`src/rtl/comparador_serie_d_i.sv`:
```
// ---------------------------------------------------------------------------
// comparador_serie_d_i
//
// Bit-serial, LSB-first magnitude comparator. An accepted start captures two
// WIDTH-bit words and an initial borrow bit, then walks the words one bit per
// clock, carrying the borrow x of A - B - x from bit to bit. The MSB step
// evaluates the final cell and registers the result:
//   p_x = 1  iff  A >= B + x_in   (A, B unsigned)
//
// Timing for a start accepted in cycle T:
//   SHIFT in T+1 .. T+WIDTH, done/p_x valid in T+WIDTH+1, ready in T+WIDTH+2.
//
// Ports:
//   clk    : clock, rising edge
//   rst    : synchronous active-high reset (priority over start)
//   start  : request pulse, sampled only while ready = 1
//   a_in   : word A, captured on accepted start
//   b_in   : word B, captured on accepted start
//   x_in   : initial state (0 -> A >= B, 1 -> A > B)
//   ready  : high in IDLE
//   busy   : high in SHIFT
//   done   : one-cycle pulse when p_x becomes valid
//   p_x    : registered result, held until the next result is produced
//   eq     : (only with COMP_EQ_EN) registered A == B flag, held like p_x
//
// Optional feature macro: COMP_EQ_EN (adds the eq port and the sticky
// mismatch register d).
// ---------------------------------------------------------------------------
module comparador_serie_d_i #(
  parameter int WIDTH = 8,
  localparam int CNT_W = $clog2(WIDTH)
) (
  input  logic             clk,
  input  logic             rst,
  input  logic             start,
  input  logic [WIDTH-1:0] a_in,
  input  logic [WIDTH-1:0] b_in,
  input  logic             x_in,
  output logic             ready,
  output logic             busy,
  output logic             done,
  output logic             p_x
`ifdef COMP_EQ_EN
  ,
  output logic             eq
`endif
);

  typedef enum logic [1:0] {
    IDLE  = 2'd0,
    SHIFT = 2'd1,
    FIN   = 2'd2
  } state_t;

  localparam logic [CNT_W-1:0] LAST_BIT = CNT_W'(WIDTH - 1);

  state_t            state_q, state_d;
  logic [WIDTH-1:0]  sa_q, sa_d;
  logic [WIDTH-1:0]  sb_q, sb_d;
  logic              x_q, x_d;
  logic [CNT_W-1:0]  cnt_q, cnt_d;
  logic              p_x_q, p_x_d;

  // Current bit pair and the borrow it generates together with x_q.
  logic bit_a;
  logic bit_b;
  logic borrow;

  assign bit_a  = sa_q[0];
  assign bit_b  = sb_q[0];
  assign borrow = (~bit_a & x_q) | (bit_b & x_q) | (~bit_a & bit_b);

`ifdef COMP_EQ_EN
  logic d_q, d_d;
  logic eq_q, eq_d;
`endif

  // -------------------------------------------------------------------------
  // Next-state and datapath
  // -------------------------------------------------------------------------
  always_comb begin
    state_d = state_q;
    sa_d    = sa_q;
    sb_d    = sb_q;
    x_d     = x_q;
    cnt_d   = cnt_q;
    p_x_d   = p_x_q;
`ifdef COMP_EQ_EN
    d_d     = d_q;
    eq_d    = eq_q;
`endif

    case (state_q)
      IDLE: begin
        if (start) begin
          sa_d    = a_in;
          sb_d    = b_in;
          x_d     = x_in;
          cnt_d   = '0;
`ifdef COMP_EQ_EN
          d_d     = 1'b0;
`endif
          state_d = SHIFT;
        end
      end

      SHIFT: begin
`ifdef COMP_EQ_EN
        // Sticky mismatch accumulates on every bit, the MSB included.
        d_d = d_q | (bit_a ^ bit_b);
`endif
        if (cnt_q == LAST_BIT) begin
          // MSB: the final cell inverts the borrow to give A >= B + x.
          p_x_d   = ~borrow;
`ifdef COMP_EQ_EN
          eq_d    = ~(d_q | (bit_a ^ bit_b));
`endif
          state_d = FIN;
        end else begin
          x_d   = borrow;
          sa_d  = sa_q >> 1;
          sb_d  = sb_q >> 1;
          cnt_d = cnt_q + CNT_W'(1);
        end
      end

      FIN: begin
        state_d = IDLE;
      end

      default: begin
        state_d = IDLE;
      end
    endcase
  end

  // -------------------------------------------------------------------------
  // State register
  // -------------------------------------------------------------------------
  always_ff @(posedge clk) begin
    if (rst) begin
      state_q <= IDLE;
      sa_q    <= '0;
      sb_q    <= '0;
      x_q     <= 1'b0;
      cnt_q   <= '0;
      p_x_q   <= 1'b0;
    end else begin
      state_q <= state_d;
      sa_q    <= sa_d;
      sb_q    <= sb_d;
      x_q     <= x_d;
      cnt_q   <= cnt_d;
      p_x_q   <= p_x_d;
    end
  end

`ifdef COMP_EQ_EN
  always_ff @(posedge clk) begin
    if (rst) begin
      d_q  <= 1'b0;
      eq_q <= 1'b0;
    end else begin
      d_q  <= d_d;
      eq_q <= eq_d;
    end
  end

  assign eq = eq_q;
`endif

  // Status outputs decode directly from the registered state.
  assign ready = (state_q == IDLE);
  assign busy  = (state_q == SHIFT);
  assign done  = (state_q == FIN);
  assign p_x   = p_x_q;

endmodule

```
`config.mk`:
```
export PLATFORM = sky130hd
export DESIGN_NAME = comparador_serie_d_i
export DESIGN_NICKNAME = d
export VERILOG_FILES = /design/src/rtl/comparador_serie_d_i.sv
export SDC_FILE = /design/constraint.sdc
export NUM_CORES = 1
export LEC_CHECK = 0
export ABC_AREA = 1
export CORE_ASPECT_RATIO = 0.7
export CORE_MARGIN = 2
export CORE_UTILIZATION = 40
export CTS_CLUSTER_SIZE = 10
export DETAILED_ROUTE_END_ITERATION = 6
export PLACE_DENSITY_LB_ADDON = 0.08
export SYNTH_ARGS = -nofsm -noshare
export SYNTH_HDL_FRONTEND = slang
export SYNTH_SLANG_ARGS = --single-unit
```
`constraint.sdc`:
```
create_clock -name clk -period 1.9 [get_ports clk]
set_clock_uncertainty 0.1 [all_clocks]
set_input_delay 0.38 -clock clk [delete_from_list [all_inputs] [get_ports clk]]
set_output_delay 0.38 -clock clk [all_outputs]
set_load 0.05 [all_outputs]
```
==> metrics.cfg <==
[run_status]
status=finished, final reports clean

[setup_path]
required_ns=1.96
cp_slowest_cell=dfxtp_1
r2r_slack_ns=0.16
startpoint_type=flop
arrival_ns=1.81
critPathMaxStageDelay_ns=0.33
path_cells=ha_1, ha_1, a21oi_2, nand2_4, nor2_1, nor2_1
path_class=reg -> reg
end_kind=flop
cp_max_fo=34

[clocking]
cts_max_level=1
clk_pin_slew_ns=0.08
cts.sinks=23
cts_root_buf=clkbuf_8
cts_tree=done
clock_latency_ns=0.26
cts.repair.resized=0
postCtsSetupRepairBufs=0
clockBufferDepth=2
numCtsBuffers=3
cts_hold_buf=0

[route]
drcViolationCount=0
drtIter0Drc=32
postRouteWirelength_microns=2230
wl_met1_microns=1080
first_pass_iters=4
via_count=1060
drt.antenna.violating_nets=0
dr_wl_met3_microns=105
wl_met2_microns=1040
top_layer_used=met4
avgRoutedWirePerCell_microns=9.20
vias_per_cell=4.38

[pwr]
leakage_uw=0.000702
vdd_drop_max_uv=430
total_power_uw=1040
powerDensity_mw_per_mm2=709

[sta]
max_freq_ghz=0.574
fin_tns_setup_ns=0
maxSlewHeadroom_pct=77.2
whs_ns=0.364
rsz0062_at_grt=false
hold_violations=0
setup_viol=0
slew_viol_final=0
tightest_slew_ns=0.341
min_period_ns=1.74
post-route-period-util_pct=91.8

[floorplanning]
die_w_microns=68.3
die_area_sq_mm=0.00335
fp-row-count=16
start_util_pct=41.6
core_area_sq_mm=0.00278
ios=24
dieHeight_microns=49.0

[finish]
fin_nets=229
final_core_util_pct=53.0
area_growth_pct=27.2
fin_area_sq_mm=0.00147
drive_gt1_share_pct=8.74
antenna_cells=0
nFillCells=278

[logic_synthesis]
synthDistinctLibCells=18
syn-num-nets=205
yosysTopAreaCellShare_pct=39.7
ys_seq_area_share_pct=39.7
syn_inst=183
synth.top_cells.by_area=dfxtp_1 (40%), nand2_1 (21%), nor2_1 (12%), inv_1 (6.5%), o21ai_0 (3.9%)
yosys_warnings=0
synth_largest_area_cell=dfxtp_1
syn_avg_cell_area_sq_um=6.33
ys_seq_elements=23
synth_area_sq_mm=0.00116

[worst_hold_path]
min_path_type=reg -> reg

[global_route]
grt_remaining_overflow=0
grt_max_degree=35
grt_use_total_pct=14.9
grt_pass1_wl_microns=3780
grt_pass1_vias=863
antenna_found_initial=0

[place]
routabilityCongestion=0.779
portBuffers=23
hpwl_microns=1620
placed_cell_area_sq_mm=0.00143

[job]
max_cap_viol_count=0

## power by group
part           leakage [uW]  internal, uW  total [uW]  switching [uW]
combinational      0.000487          97.5         215             118
clock             0.0000255           146         300             154
sequential         0.000190           516         529            13.6
## synth_stat cells, drive strengths merged
master,n
nand2,67
nor2,39
dfxtp,23
inv,21
o21ai,14
buf,5
nand3,5
a21oi,4
clkbuf,2
ha,2
clkinv,1
## critical path, delay by kind of cell (launching register included)
family          cells  cell delay (ns)
simple gates        3             0.51
flops               1             0.33
compound gates      1             0.25
fa+ha+maj           2             0.43
## kinds of logic after synthesis
kind of cell / after synthesis / share of synthesized area, %
compound gates: 18 / 8.10
fa+ha+maj: 2 / 2.16
buf+inv: 29 / 12.0
flops: 23 / 39.7
simple gates: 111 / 38.0
## per-layer routing
layer | track usage (%) | vias to the layer above
met5 | 0 | -
met4 | 2.00 | 0
met3 | 5.54 | 2
met2 | 22.7 | 19
met1 | 20.5 | 446
li1 | - | 593
## cell usage in the layout, fill, tap and decap left out, drive strengths merged
| cell type | synthesis | routed |
|---|---|---|
| a21oi | 4 | 4 |
| buf | 5 | 7 |
| clkbuf | 2 | 3 |
| clkdlybuf4s50 | 0 | 19 |
| clkinv | 1 | 2 |
| dfxtp | 23 | 23 |
| ha | 2 | 2 |
| inv | 21 | 21 |
| nand2 | 67 | 67 |
| nand3 | 5 | 5 |
| nor2 | 39 | 39 |
| o21ai | 14 | 14 |
## through the flow
stage | instances | setup WS (ns)
2_1_floorplan | 183 | 0.272
3_3_place_gp | 238 | 0.242
3_5_place_dp | 238 | 0.180
4_1_cts | 242 | 0.163
5_1_grt | 242 | 0.0183
6_report | 242 | 0.157
## flip-flops by register name, indices dropped and copies added, names as in the netlist
signal	cells
x_q	1
state_q	2
sa_q	8
sb_q	8
p_x	1
cnt_q	3
## worst paths after layout
| kind | end | from | cells after the start |
|---|---|---|---|
| worst max-delay path | sb_q[3] | cnt_q[0] | 6 |
| worst min-delay path | sb_q[7] | sb_q[7] | 2 |
| worst max register to register | sb_q[3] | cnt_q[0] | 6 |
| worst min register to register | sb_q[7] | sb_q[7] | 2 |
## cell type report
class | instances | area [sq um] | share of cell area (%)
clock buffers | 3 | 41.3 | 2.80
repair buffers | 26 | 280 | 19.0
inverters | 22 | 82.6 | 5.60
multi-input cells | 131 | 559 | 37.9
flip-flops and latches | 23 | 460 | 31.2
well taps | 36 | 45.0 | 3.06
clock inverters | 1 | 5.00 | 0.340
Note: power is estimated with default switching activity, not from simulation.
